[config.mk]
export PLATFORM = sky130hd
export DESIGN_NAME = alu_pipe_param
export DESIGN_NICKNAME = d
export VERILOG_FILES = /design/src/rtl/alu_pipe_param.sv
export SDC_FILE = /design/constraint.sdc
export NUM_CORES = 1
export LEC_CHECK = 0
export ABC_AREA = 1
export ABC_CLOCK_PERIOD_IN_PS = 3360
export CELL_PAD_IN_SITES_DETAIL_PLACEMENT = 0
export CELL_PAD_IN_SITES_GLOBAL_PLACEMENT = 1
export CORE_UTILIZATION = 35
export CTS_CLUSTER_DIAMETER = 40
export DETAILED_ROUTE_END_ITERATION = 16
export PLACE_DENSITY = 0.73
export SLEW_MARGIN = 30
export SYNTH_ARGS = -nofsm -noshare
export SYNTH_HDL_FRONTEND = slang
export SYNTH_SLANG_ARGS = --single-unit
[constraint.sdc]
create_clock -name clk -period 3.36 [get_ports clk]
set_input_delay 0.336 -clock clk [delete_from_list [all_inputs] [get_ports clk]]
set_output_delay 0.336 -clock clk [all_outputs]
set_load 0.03 [all_outputs]
[src/rtl/alu_pipe_param.sv]
// alu_pipe_param: two-stage pipelined ALU, 16 opcodes, registered flags.
// Valid/ready on both sides; stage 1 = operand regs, stage 2 = result regs.
//
// Ports:
//   clk, rst_n            clock, async active-low reset
//   in_valid / in_ready   input handshake (opcode, input1, input2, shiftValue)
//   out_valid / out_ready output handshake (result + flags)
//   result                WIDTH-bit registered result
//   carryFlag             carry / borrow / last bit shifted out
//   zeroFlag              result == 0
//   negativeFlag          result MSB
//   overflowFlag          signed overflow, ADD and SUB only
module alu_pipe_param #(
    parameter int WIDTH = 32,
    localparam int SHW = $clog2(WIDTH)
) (
    input  logic             clk,
    input  logic             rst_n,
    input  logic             in_valid,
    output logic             in_ready,
    input  logic [3:0]       opcode,
    input  logic [WIDTH-1:0] input1,
    input  logic [WIDTH-1:0] input2,
    input  logic [SHW-1:0]   shiftValue,
    output logic             out_valid,
    input  logic             out_ready,
    output logic [WIDTH-1:0] result,
    output logic             carryFlag,
    output logic             zeroFlag,
    output logic             negativeFlag,
    output logic             overflowFlag
);

    localparam logic [3:0] OP_SGE  = 4'd0;
    localparam logic [3:0] OP_MAX  = 4'd1;
    localparam logic [3:0] OP_SGT  = 4'd2;
    localparam logic [3:0] OP_SLT  = 4'd3;
    localparam logic [3:0] OP_NAND = 4'd4;
    localparam logic [3:0] OP_ROR  = 4'd5;
    localparam logic [3:0] OP_SLTU = 4'd6;
    localparam logic [3:0] OP_SRA  = 4'd7;
    localparam logic [3:0] OP_MIN  = 4'd8;
    localparam logic [3:0] OP_OR   = 4'd9;
    localparam logic [3:0] OP_ADD  = 4'd10;
    localparam logic [3:0] OP_SUB  = 4'd11;
    localparam logic [3:0] OP_AND  = 4'd12;
    localparam logic [3:0] OP_XOR  = 4'd13;
    localparam logic [3:0] OP_SLL  = 4'd14;
    localparam logic [3:0] OP_SRL  = 4'd15;

    // Stage 1 state
    logic             s1_valid_q;
    logic [3:0]       s1_op_q;
    logic [WIDTH-1:0] s1_a_q;
    logic [WIDTH-1:0] s1_b_q;
    logic [SHW-1:0]   s1_sh_q;

    // Stage 2 state (the outputs)
    logic             out_valid_q;
    logic [WIDTH-1:0] result_q;
    logic             carry_q;
    logic             zero_q;
    logic             neg_q;
    logic             ovf_q;

    // Handshake
    logic s2_load;
    logic in_xfer;
    logic s1_valid_d;

    assign s2_load    = !out_valid_q || out_ready;
    assign in_ready   = !s1_valid_q || s2_load;
    assign in_xfer    = in_valid && in_ready;
    assign s1_valid_d = in_xfer || (s1_valid_q && !s2_load);

    // Datapath
    logic [WIDTH-1:0] a;
    logic [WIDTH-1:0] b;
    logic [SHW-1:0]   sh;
    logic [SHW-1:0]   sh_neg;
    logic [WIDTH:0]   sum_w;
    logic [WIDTH:0]   dif_w;
    logic [WIDTH:0]   sll_w;
    logic [WIDTH:0]   srl_w;
    logic [WIDTH:0]   sra_w;
    logic [WIDTH-1:0] ror_w;
    logic             slt;
    logic             sgt;
    logic             sltu;

    assign a  = s1_a_q;
    assign b  = s1_b_q;
    assign sh = s1_sh_q;

    assign sum_w = {1'b0, a} + {1'b0, b};
    assign dif_w = {1'b0, a} - {1'b0, b};

    // Extra bit below/above the operand catches the last bit shifted out;
    // a zero shift leaves the guard bit at 0, so carry is 0 for free.
    assign sll_w = {1'b0, a} << sh;
    assign srl_w = {a, 1'b0} >> sh;
    assign sra_w = $signed({a, 1'b0}) >>> sh;

    // WIDTH is a power of two, so (WIDTH - sh) mod WIDTH == -sh in SHW bits.
    assign sh_neg = -sh;
    assign ror_w  = (a >> sh) | (a << sh_neg);

    assign slt  = $signed(a) < $signed(b);
    assign sgt  = $signed(a) > $signed(b);
    assign sltu = a < b;

    logic [WIDTH-1:0] res_d;
    logic             carry_d;
    logic             ovf_d;
    logic             zero_d;
    logic             neg_d;

    always_comb begin
        res_d   = '0;
        carry_d = 1'b0;
        ovf_d   = 1'b0;
        unique case (s1_op_q)
            OP_SGE:  res_d = {{(WIDTH-1){1'b0}}, !slt};
            OP_MAX:  res_d = sltu ? b : a;
            OP_SGT:  res_d = {{(WIDTH-1){1'b0}}, sgt};
            OP_SLT:  res_d = {{(WIDTH-1){1'b0}}, slt};
            OP_NAND: res_d = ~(a & b);
            OP_ROR: begin
                res_d   = ror_w;
                carry_d = srl_w[0];
            end
            OP_SLTU: res_d = {{(WIDTH-1){1'b0}}, sltu};
            OP_SRA: begin
                res_d   = sra_w[WIDTH:1];
                carry_d = sra_w[0];
            end
            OP_MIN:  res_d = sltu ? a : b;
            OP_OR:   res_d = a | b;
            OP_ADD: begin
                res_d   = sum_w[WIDTH-1:0];
                carry_d = sum_w[WIDTH];
                ovf_d   = (a[WIDTH-1] == b[WIDTH-1])
                       && (sum_w[WIDTH-1] != a[WIDTH-1]);
            end
            OP_SUB: begin
                res_d   = dif_w[WIDTH-1:0];
                carry_d = dif_w[WIDTH];
                ovf_d   = (a[WIDTH-1] != b[WIDTH-1])
                       && (dif_w[WIDTH-1] != a[WIDTH-1]);
            end
            OP_AND:  res_d = a & b;
            OP_XOR:  res_d = a ^ b;
            OP_SLL: begin
                res_d   = sll_w[WIDTH-1:0];
                carry_d = sll_w[WIDTH];
            end
            OP_SRL: begin
                res_d   = srl_w[WIDTH:1];
                carry_d = srl_w[0];
            end
        endcase
    end

    assign zero_d = (res_d == '0);
    assign neg_d  = res_d[WIDTH-1];

    always_ff @(posedge clk or negedge rst_n) begin
        if (!rst_n) begin
            s1_valid_q <= 1'b0;
            s1_op_q    <= '0;
            s1_a_q     <= '0;
            s1_b_q     <= '0;
            s1_sh_q    <= '0;
        end else begin
            s1_valid_q <= s1_valid_d;
            if (in_xfer) begin
                s1_op_q <= opcode;
                s1_a_q  <= input1;
                s1_b_q  <= input2;
                s1_sh_q <= shiftValue;
            end
        end
    end

    always_ff @(posedge clk or negedge rst_n) begin
        if (!rst_n) begin
            out_valid_q <= 1'b0;
            result_q    <= '0;
            carry_q     <= 1'b0;
            zero_q      <= 1'b0;
            neg_q       <= 1'b0;
            ovf_q       <= 1'b0;
        end else if (s2_load) begin
            out_valid_q <= s1_valid_q;
            if (s1_valid_q) begin
                result_q <= res_d;
                carry_q  <= carry_d;
                zero_q   <= zero_d;
                neg_q    <= neg_d;
                ovf_q    <= ovf_d;
            end
        end
    end

    assign out_valid    = out_valid_q;
    assign result       = result_q;
    assign carryFlag    = carry_q;
    assign zeroFlag     = zero_q;
    assign negativeFlag = neg_q;
    assign overflowFlag = ovf_q;

endmodule

After elaboration in Yosys (flattened, before gate mapping)
Index checks and enable logic that the tools add are counted.

Add/subtract/negate cells: 3. $mul: 0. Divide/modulo/power cells: 0. Magnitude comparators: 3. Eq/ne operators: 19. Shifts and indexed selects: 5. Multiplexer cells: 5. Bitwise gates (word level): 5. Reductions and logical operators: 15.

Operators by type and width (count): 32-bit case mux with 16 select lines (1); 32-bit less-than comparator (2); 32-bit 2-to-1 mux (2); 32-bit OR (2); 32-bit by 32-bit adder with 33-bit output (1); 32-bit by 5-bit << shifter with 33-bit output (1); 33-bit by 5-bit >> shifter with 33-bit output (1); 33-bit by 5-bit >>> shifter with 33-bit output (1); 32-bit by 32-bit subtractor with 33-bit output (1); 32-bit bitwise AND (1); 4-bit equality test (second input constant) (8); 32-bit > comparator (1); 32-bit zero test (1); 32-bit NOT (1); 32-bit by 5-bit << shifter with 32-bit output (1); 32-bit by 5-bit >> shifter with 32-bit output (1); 32-bit XOR (1); 4-bit by 3-bit equality test with 1-bit output (second input constant) (4); 4-bit by 2-bit equality test with 1-bit output (second input constant) (2); 5-bit negation (1); 1-bit case mux with 5 select lines (1); 4-bit by 1-bit equality test with 1-bit output (second input constant) (1); 1-bit logical AND (4); 1-bit zero test (4); 7 further kinds (11).

Bits in registers: 111. Latch bits: 0. Bits in writable memories: 0. Bits in read-only memories: 0. Output and inout port bits: 38. Memories kept: 0.

Logic depth before layout (Yosys ltp)
Gate-level depths: netlist of run 1.

Depth after elaboration: 5. Depth in mapped cells: 26. Mapped depth without buffers: 24.

Least setup slack after synthesis of run 1
Ideal clock, no wire load.

Path type: reg2reg. Start point: register s1_a_q[31] (netlist: a[31]). End point: register zero_q (netlist: zeroFlag). Library setup time: 0.066 ns. Arrival: 2.803 ns. Required time: 3.294 ns. Setup slack: 0.492 ns. Cell stages (with the launch flop): 21. Period minus slack after synthesis: 2.868 ns. Cells stage by stage: dfrtp_1 -> clkbuf_1 -> inv_1 -> ha_1 -> buf_2 -> inv_1 -> a21oi_1 -> nand2_1 -> a21oi_4 -> nand2_4 -> buf_6 -> buf_6 -> o21ai_2 -> nor2_1 -> nor2_2 -> nand2_1 -> a21oi_1 -> nand3_1 -> nor2_1 -> nand2_1 -> nand2_1.

Cells in the longest elaborated chain, start to end: 4.

Ends and longest elaborated chain: from (decl) (line 54) `logic [WIDTH-1:0] s1_a_q;`; from (signal assigned) (line 178) `s1_a_q <= input1;`; 32-bit less-than comparator, or another cell as far along (line 110) `assign sltu = a < b;`; 32-bit 2-to-1 mux, or another cell as far along (line 137) `OP_MIN: res_d = sltu ? a : b;`; 32-bit case mux with 16 select lines (*) (line 122) `unique case (s1_op_q)`; 32-bit zero test (*) (line 164) `assign zero_d = (res_d == '0);`; to (signal assigned) (line 198) `zero_q <= zero_d;`; to (decl) (line 62) `logic zero_q;`.

Every way passes the cells marked *; elsewhere a longest branch is shown, timed or not. A chain may end at the register's enable or synchronous reset.

Worst setup path in the final report of run 1
Start point: register s1_a_q[29] (netlist: a[29]). End point: register zero_q (netlist: zeroFlag).

The elaborated chain is that of the path after synthesis.

==> results of run 1 <==
## path summary, 6_finish.rpt
| check | cells after the start | start | endpoint | slack (ps) |
|---|---|---|---|---|
| hold reg to reg | 2 | result[16] | result[16] | 490 |
| min in group clk | 2 | result[16] | result[16] | 490 |
| hold / removal | 2 | rst_n | out_valid | 450 |
| max in group asynchronous | 3 | rst_n | b[1] | 2100 |
| setup / recovery | 22 | a[29] | zeroFlag | 40 |
| setup reg to reg | 22 | a[29] | zeroFlag | 40 |
## layout by cell type (no fill, tap or decap), drive strengths merged, types with 3 or more instances in the layout
cell	count
a211oi	3
o31ai	4
clkinv	3
xor2	3
nor2	385
and2	8
a31oi	13
ha	100
o21bai	12
nand2	868
a21boi	3
nand3b	4
o211ai	40
o22ai	22
clkdlybuf4s50	113
nand4	40
or2	6
a21oi	190
nand3	726
nor3	22
buf	423
o21ai	110
clkbuf	9
nor4	7
inv	274
and3	3
dfrtp	110
## registers in the layout, indices dropped and copies added, names as in the netlist
register / flops
a: 32
b: 32
carryFlag: 1
out_valid: 1
overflowFlag: 1
result: 32
s1_op_q: 4
s1_sh_q: 5
s1_valid_q: 1
zeroFlag: 1
## power breakdown
part           internal, mW  switching [mW]  leakage, nW  total (mW)
clock                 0.546           0.683        0.153        1.23
sequential             1.62           0.242         1.26        1.86
combinational          3.65            6.92         9.89        10.6
## worst register-to-register path: cells and delay by family, from the launching register on
kind,cells,cell delay (ps)
and+or+nand+nor,15,1730
DFF,1,460
adders and majority gates,1,320
buffers and inverters,6,750
## routing by layer
metal  up-vias  track usage [%]  routed length [um]
met3       324             9.42               11000
met4         2             23.3                7040
met2      1500             69.3               48800
met1     11773             54.9               43800
li1      11160                -                   -
met5         -                0                  13
## repair_timing
item / in CTS / in global routing
buffers inserted: 0 / 15
endpoints found under the hold margin: 35 / 0
hold buffers: 1 / 0
gates cloned: 0 / 1
pin swaps: 0 / 18
resized for setup: 7 / 111
setup endpoints to repair: 1 / 3
## cell type report
type | instances | area [um^2]
antenna | 2 | 5.00
clock buffer | 9 | 225
clock inverter | 7 | 91.3
fill | 5226 | 25500
inverter | 270 | 1010
multi-input combinational | 2578 | 12900
sequential | 110 | 2760
tap | 615 | 769
timing repair buffer | 537 | 4610
## synthesized netlist by cell type (all sizes together) (22+ instances only)
cell | number | share of area [%]
nand2 | 867 | 19
nand3 | 726 | 21
nor2 | 385 | 8.6
inv | 269 | 5.9
a21oi | 190 | 5.7
dfrtp | 110 | 16
o21ai | 110 | 3.2
buf | 104 | 3.2
ha | 100 | 7.3
clkbuf | 67 | 1.5
nand4 | 40 | 1.5
o211ai | 40 | 1.8
nor3 | 22 | 0.64
o22ai | 22 | 0.81
## logic make-up after synthesis
kind of cell	count (synthesis)	synth area share [%]
buffers and inverters	441	10.6
AO/OA/AOI/OAI	404	13.3
flip-flops	110	16.1
AND/OR/NAND/NOR	2068	52.2
adder cells (fa/ha/maj)	102	7.56
XOR/XNOR	3	0.198
==> key figures, run 1 <==
Detailed routing
  • Final WL: 111000 um
  • Routed WL per cell: 26.8 um
  • Vias/cell: 6.00
  • Post-route ant nets: 0
  • First DRT Iteration DRCs: 3813
  • # DRC: 0
  • Drt pass-1 iters: 9
  • Routed vias: 24759

Clock network
  • Root Driver: clkbuf_16
  • CTS sink count: 110
  • Worst skew pair latency: 410 ps
  • Total CTS buffers: 9
  • TritonCTS clock tree: yes
  • Clock slew at reported path FFs: 100 ps
  • Max clock buf depth: 2
  • H-tree depth: 3

Floorplan
  • Die width: 223 um
  • Die footprint: 0.0497 mm^2
  • Boundary Pins: 115
  • Core area: 0.0479 mm^2
  • Number of core rows: 80
  • Initial core utilization: 35.6%
  • Die Y-Extent: 223 um

Pwr
  • Pwr/cell area: 610 mW/mm^2
  • Power Total: 13.7 mW
  • VDD IR max: 0.000325 V
  • Leak: 11.3 nW

STA
  • Final setup vio count: 0
  • Hold Fails Final Rpt: 0
  • Period minus WS final: 3320 ps
  • Worst-Margin Slew: 988 ps
  • Slew HR: 34.1%
  • Fmax: 301 MHz
  • Clock skew: 15.0 ps
  • Aggregate negative setup slack: 0 ps
  • Slew Limit Fails: 0
  • Final period util: 98.8%
  • WHS: 448 ps
  • Worst setup margin: 39.5 ps

Place
  • DP Worst Slack: -130 ps
  • Port Buf Inserts: 114
  • Dpl cells: 4093
  • DP Area: 0.0215 mm^2
  • Routability cong.: 1.11
  • Detailed Place HPWL: 90500 um

Synth
  • Number of synthesized flops with an enable pin: 0
  • Post-synth top flop: dfrtp_1
  • Ys async rst share: 100%
  • Syn_area_per_cell: 5.46 um^2
  • Post-Syn Area: 0.0171 mm^2
  • Synth warnings: 0
  • Seq cells post-synth: 110
  • Distinct cell type count after synthesis: 49
  • Syn Inst Count: 3128
  • Net Count, Synth: 3307
  • Seq/Total Area, Yosys: 16.1%

Global route
  • Vias in the first global route: 23325
  • Total grt overflow: 0
  • GRT Total Usage: 43.5%
  • Initial antenna violation count: 3
  • First-pass GRT wire length: 157000 um
  • Largest net degree at the start of global routing: 64

Critical path
  • CP most frequent cell: nor2_1
  • CP max stage cell: dfrtp_1
  • Critical Path AT: 3680 ps
  • Worst path cell trace: inv_1 -> ha_1 -> inv_2 -> nand2_1 -> nor2_1 -> nand2_2 -> nor2_1 -> buf_4 -> nand2_4 -> nand2_8 -> inv_2 -> buf_4 -> nor2_1 -> nor2_1 -> nor2_1 -> buf_4 -> nand2_1 -> nor2_2 -> nand3_1 -> nor2_1 -> nand2_1 -> nand2_1
  • CP endpoint kind: flop
  • CP delay by family, top: simple AND/OR/NAND/NOR gates
  • CP Max Fanout: 8
  • Setup Crit Path Kind: flop to flop
  • Startpoint types: flop
  • CP required: 3720 ps
  • Buf+Inv Stages, Crit Path: 6
  • Crit-path max cell delay: 460 ps

Final layout
  • Share of layout cells above drive strength 1: 16.7%
  • Fin nets: 3685
  • Fin cells: 4128
  • Post-route core utilization: 46.7%
  • Final instance area: 0.0224 mm^2
  • Area growth from synthesis to layout: 31.1%

Status
  • Status: complete, no violations

Run
  • Max cap viols: 0

Worst hold path
  • Hold Path Class: primary input to asynchronous set/reset pin
Power figures use the tool's default switching activity.
==> run 2, diff against run 1 <==
--- a/config.mk
+++ b/config.mk
@@ -12,6 +12,7 @@
 export CORE_UTILIZATION = 35
 export CTS_CLUSTER_DIAMETER = 40
 export DETAILED_ROUTE_END_ITERATION = 16
+export MAX_ROUTING_LAYER = met4
 export PLACE_DENSITY = 0.73
 export SLEW_MARGIN = 30
 export SYNTH_ARGS = -nofsm -noshare
==> run 2 against run 1 <==
  * Die area stayed put
  * Power is 1.1% lower
  * Sequential cell count stayed put
  * Routed wire length is 0.59% lower
  * Sequential share of layout area is 0.094 points higher
  * Final area is 0.80% lower
  * Sequential power hardly changed
  * Critical path depth is 4 lower
  * Largest cell class unchanged
  * Highest routed layer is now met4
==> key figures, run 2 (synthesis results as in run 1) <==
Status
  • Status: complete, no violations

Final layout
  • Area occupied by multi-input gates: 0.0128 mm^2 (-0.75%)
  • Most frequent cells in the layout: nand2_1 (845), nand3_1 (713), buf_4 (375), nor2_1 (349), inv_1 (245)
  • Post-route core utilization: 46.3% (-0.37 points)
  • Reg area: 0.00276 mm^2 (about the same)
  • Area growth from synthesis to layout: 30.0%
  • Most common cell after layout, fill and taps aside: nand2_1
  • Fin nets: 3665 (-0.54%)
  • Share of layout cells above drive strength 1: 15.7% (-0.96 points)
  • Fillers: 5245 (+0.36%)

Floorplan
  • Number of core rows: 80 (unchanged)
  • Die Y-Extent: 223 um (unchanged)
  • Boundary Pins: 115 (unchanged)
  • Die footprint: 0.0497 mm^2 (unchanged)
  • Die width: 223 um (unchanged)
  • Initial core utilization: 35.6% (unchanged)
  • Core area: 0.0479 mm^2 (unchanged)

Clock network
  • Max clock buf depth: 2 (unchanged)
  • TritonCTS clock tree: yes
  • CTS sink count: 110 (unchanged)
  • Worst skew pair latency: 400 ps (about the same)
  • Root Driver: clkbuf_16
  • Clock slew at reported path FFs: 110 ps (about the same)
  • H-tree depth: 3 (unchanged)
  • Total CTS buffers: 9 (unchanged)

Critical path
  • Critical Path AT: 3580 ps (-100 ps)
  • Setup Crit Path Kind: flop to flop
  • Startpoint types: flop
  • CP Max Fanout: 23 (+15)
  • CP endpoint kind: flop
  • CP required: 3690 ps (-30 ps)

Run
  • Max cap viols: 0 (unchanged)

STA
  • Worst-Margin Slew: 873 ps (-115 ps)
  • Aggregate negative setup slack: 0 ps (unchanged)
  • Hold Fails Final Rpt: 0 (unchanged)
  • Final setup vio count: 0 (unchanged)
  • Slew Limit Fails: 0 (unchanged)
  • Clock skew: 21.5 ps (+6.57 ps)
  • Slew HR: 41.7% (+7.7 points)
  • Period minus WS final: 3250 ps (-71.6 ps)
  • Final period util: 96.7% (-2.1 points)
  • Worst setup margin: 111 ps (+71.6 ps)
  • Fmax: 308 MHz (+2.2%)

Global route
  • Total grt overflow: 0 (unchanged)
  • Largest net degree at the start of global routing: 64 (unchanged)
  • GRT Total Usage: 44.6% (+1.1 points)
  • Initial antenna violation count: 5 (+2)
  • Vias in the first global route: 22975 (-1.5%)
  • First-pass GRT wire length: 157000 um (-0.31%)

Detailed routing
  • Vias/cell: 5.96 (-0.56%)
  • Final WL: 110000 um (-0.59%)
  • # DRC: 0 (unchanged)
  • Post-route ant nets: 0 (unchanged)
  • Routed vias: 24520 (-0.97%)
  • First DRT Iteration DRCs: 3432 (-10%)
  • Routed WL per cell: 26.8 um (-0.18%)
  • Drt pass-1 iters: 9 (unchanged)

Place
  • Detailed Place HPWL: 90400 um (-0.11%)
  • Routability cong.: 1.16 (+4.1%)
  • DP Worst Slack: -272 ps (-142 ps)
  • Port Buf Inserts: 114 (unchanged)

Pwr
  • Pwr/cell area: 608 mW/mm^2 (-0.27%)
  • Leak: 11.2 nW (-0.77%)
  • VDD IR max: 0.000407 V (+25%)

Worst hold path
  • Hold Path Class: primary input to asynchronous set/reset pin
## run 2: cell count changes in the layout (fill, tap and decap cells not counted), moves of 5 or more
cell / change
nor2_2: +9
a21oi_1: +6
nand2_2: -7
a21oi_2: -8
nor2_4: -5
buf_4: -22
nand2_1: +9
buf_12: +5
## run 2: worst paths after layout
check | from | endpoint | slack [ps] | cells past startpoint
max in group asynchronous | rst_n | a[20] | 2140 | 3
worst max register to register | s1_sh_q[0] | zeroFlag | 110 | 18
worst min-delay path | rst_n | s1_sh_q[0] | 370 | 2
worst max-delay path | s1_sh_q[0] | zeroFlag | 110 | 18
worst min register to register | result[12] | result[12] | 490 | 2
min in group clk | result[12] | result[12] | 490 | 2
## run 2: cell type report
type / instances / share of cell area [%]
repair buffers: 518 / 20.3
multi-input cells: 2577 / 57.7
clock buffers: 9 / 1.01
flip-flops and latches: 110 / 12.4
well taps: 615 / 3.46
clock inverters: 7 / 0.411
diodes: 5 / 0.0563
inverters: 270 / 4.56
## run 2: where the power goes
group / total (mW) / internal (mW) / switching, mW
combinational: 10.4 / 3.59 / 6.83
clock: 1.24 / 0.545 / 0.698
sequential: 1.85 / 1.62 / 0.237
total: 13.5 / 5.75 / 7.76
## run 2: per-layer routing
| layer | GRT usage (%) | vias up | share of wire (%) |
|---|---|---|---|
| li1 | - | 11126 | - |
| met1 | 55.0 | 11601 | 39 |
| met2 | 68.9 | 1489 | 44 |
| met3 | 8.02 | 304 | 9.8 |
| met4 | 24.8 | 0 | 6.6 |
| met5 | - | - | 0 |
## run 2: timing repair
item	in CTS	in global routing
hold buffers	1	0
hold endpoints to repair	21	0
buffers inserted	1	4
pin swaps	3	9
setup endpoints to repair	2	3
resized for setup	13	73
## run 2: metrics by stage
step	hold WS, ps	power, mW	cell area, um^2	std cells
final	375	13.5	22200	4111
after global routing	407	14.1	22200	4109
after CTS	381	13.0	21900	4102
after detailed placement	261	11.8	21600	4084
after global placement	256	11.7	21600	4084
after floorplan	40.4	6.93	17100	3128
## run 2: worst max-delay path, cell delays in order (launching register included)
cell	delay [ps]
dfrtp_1	400
buf_4	200
buf_12	170
nand2_1	200
nand3_1	120
buf_4	150
nand3_1	190
nand3_1	250
nand3_1	210
nand3_1	110
nor2_1	260
nand3_1	170
nor2_1	150
nand2_1	70
nor2_1	110
nand3_1	140
nor2_1	130
nand2_1	60
nand2_1	50
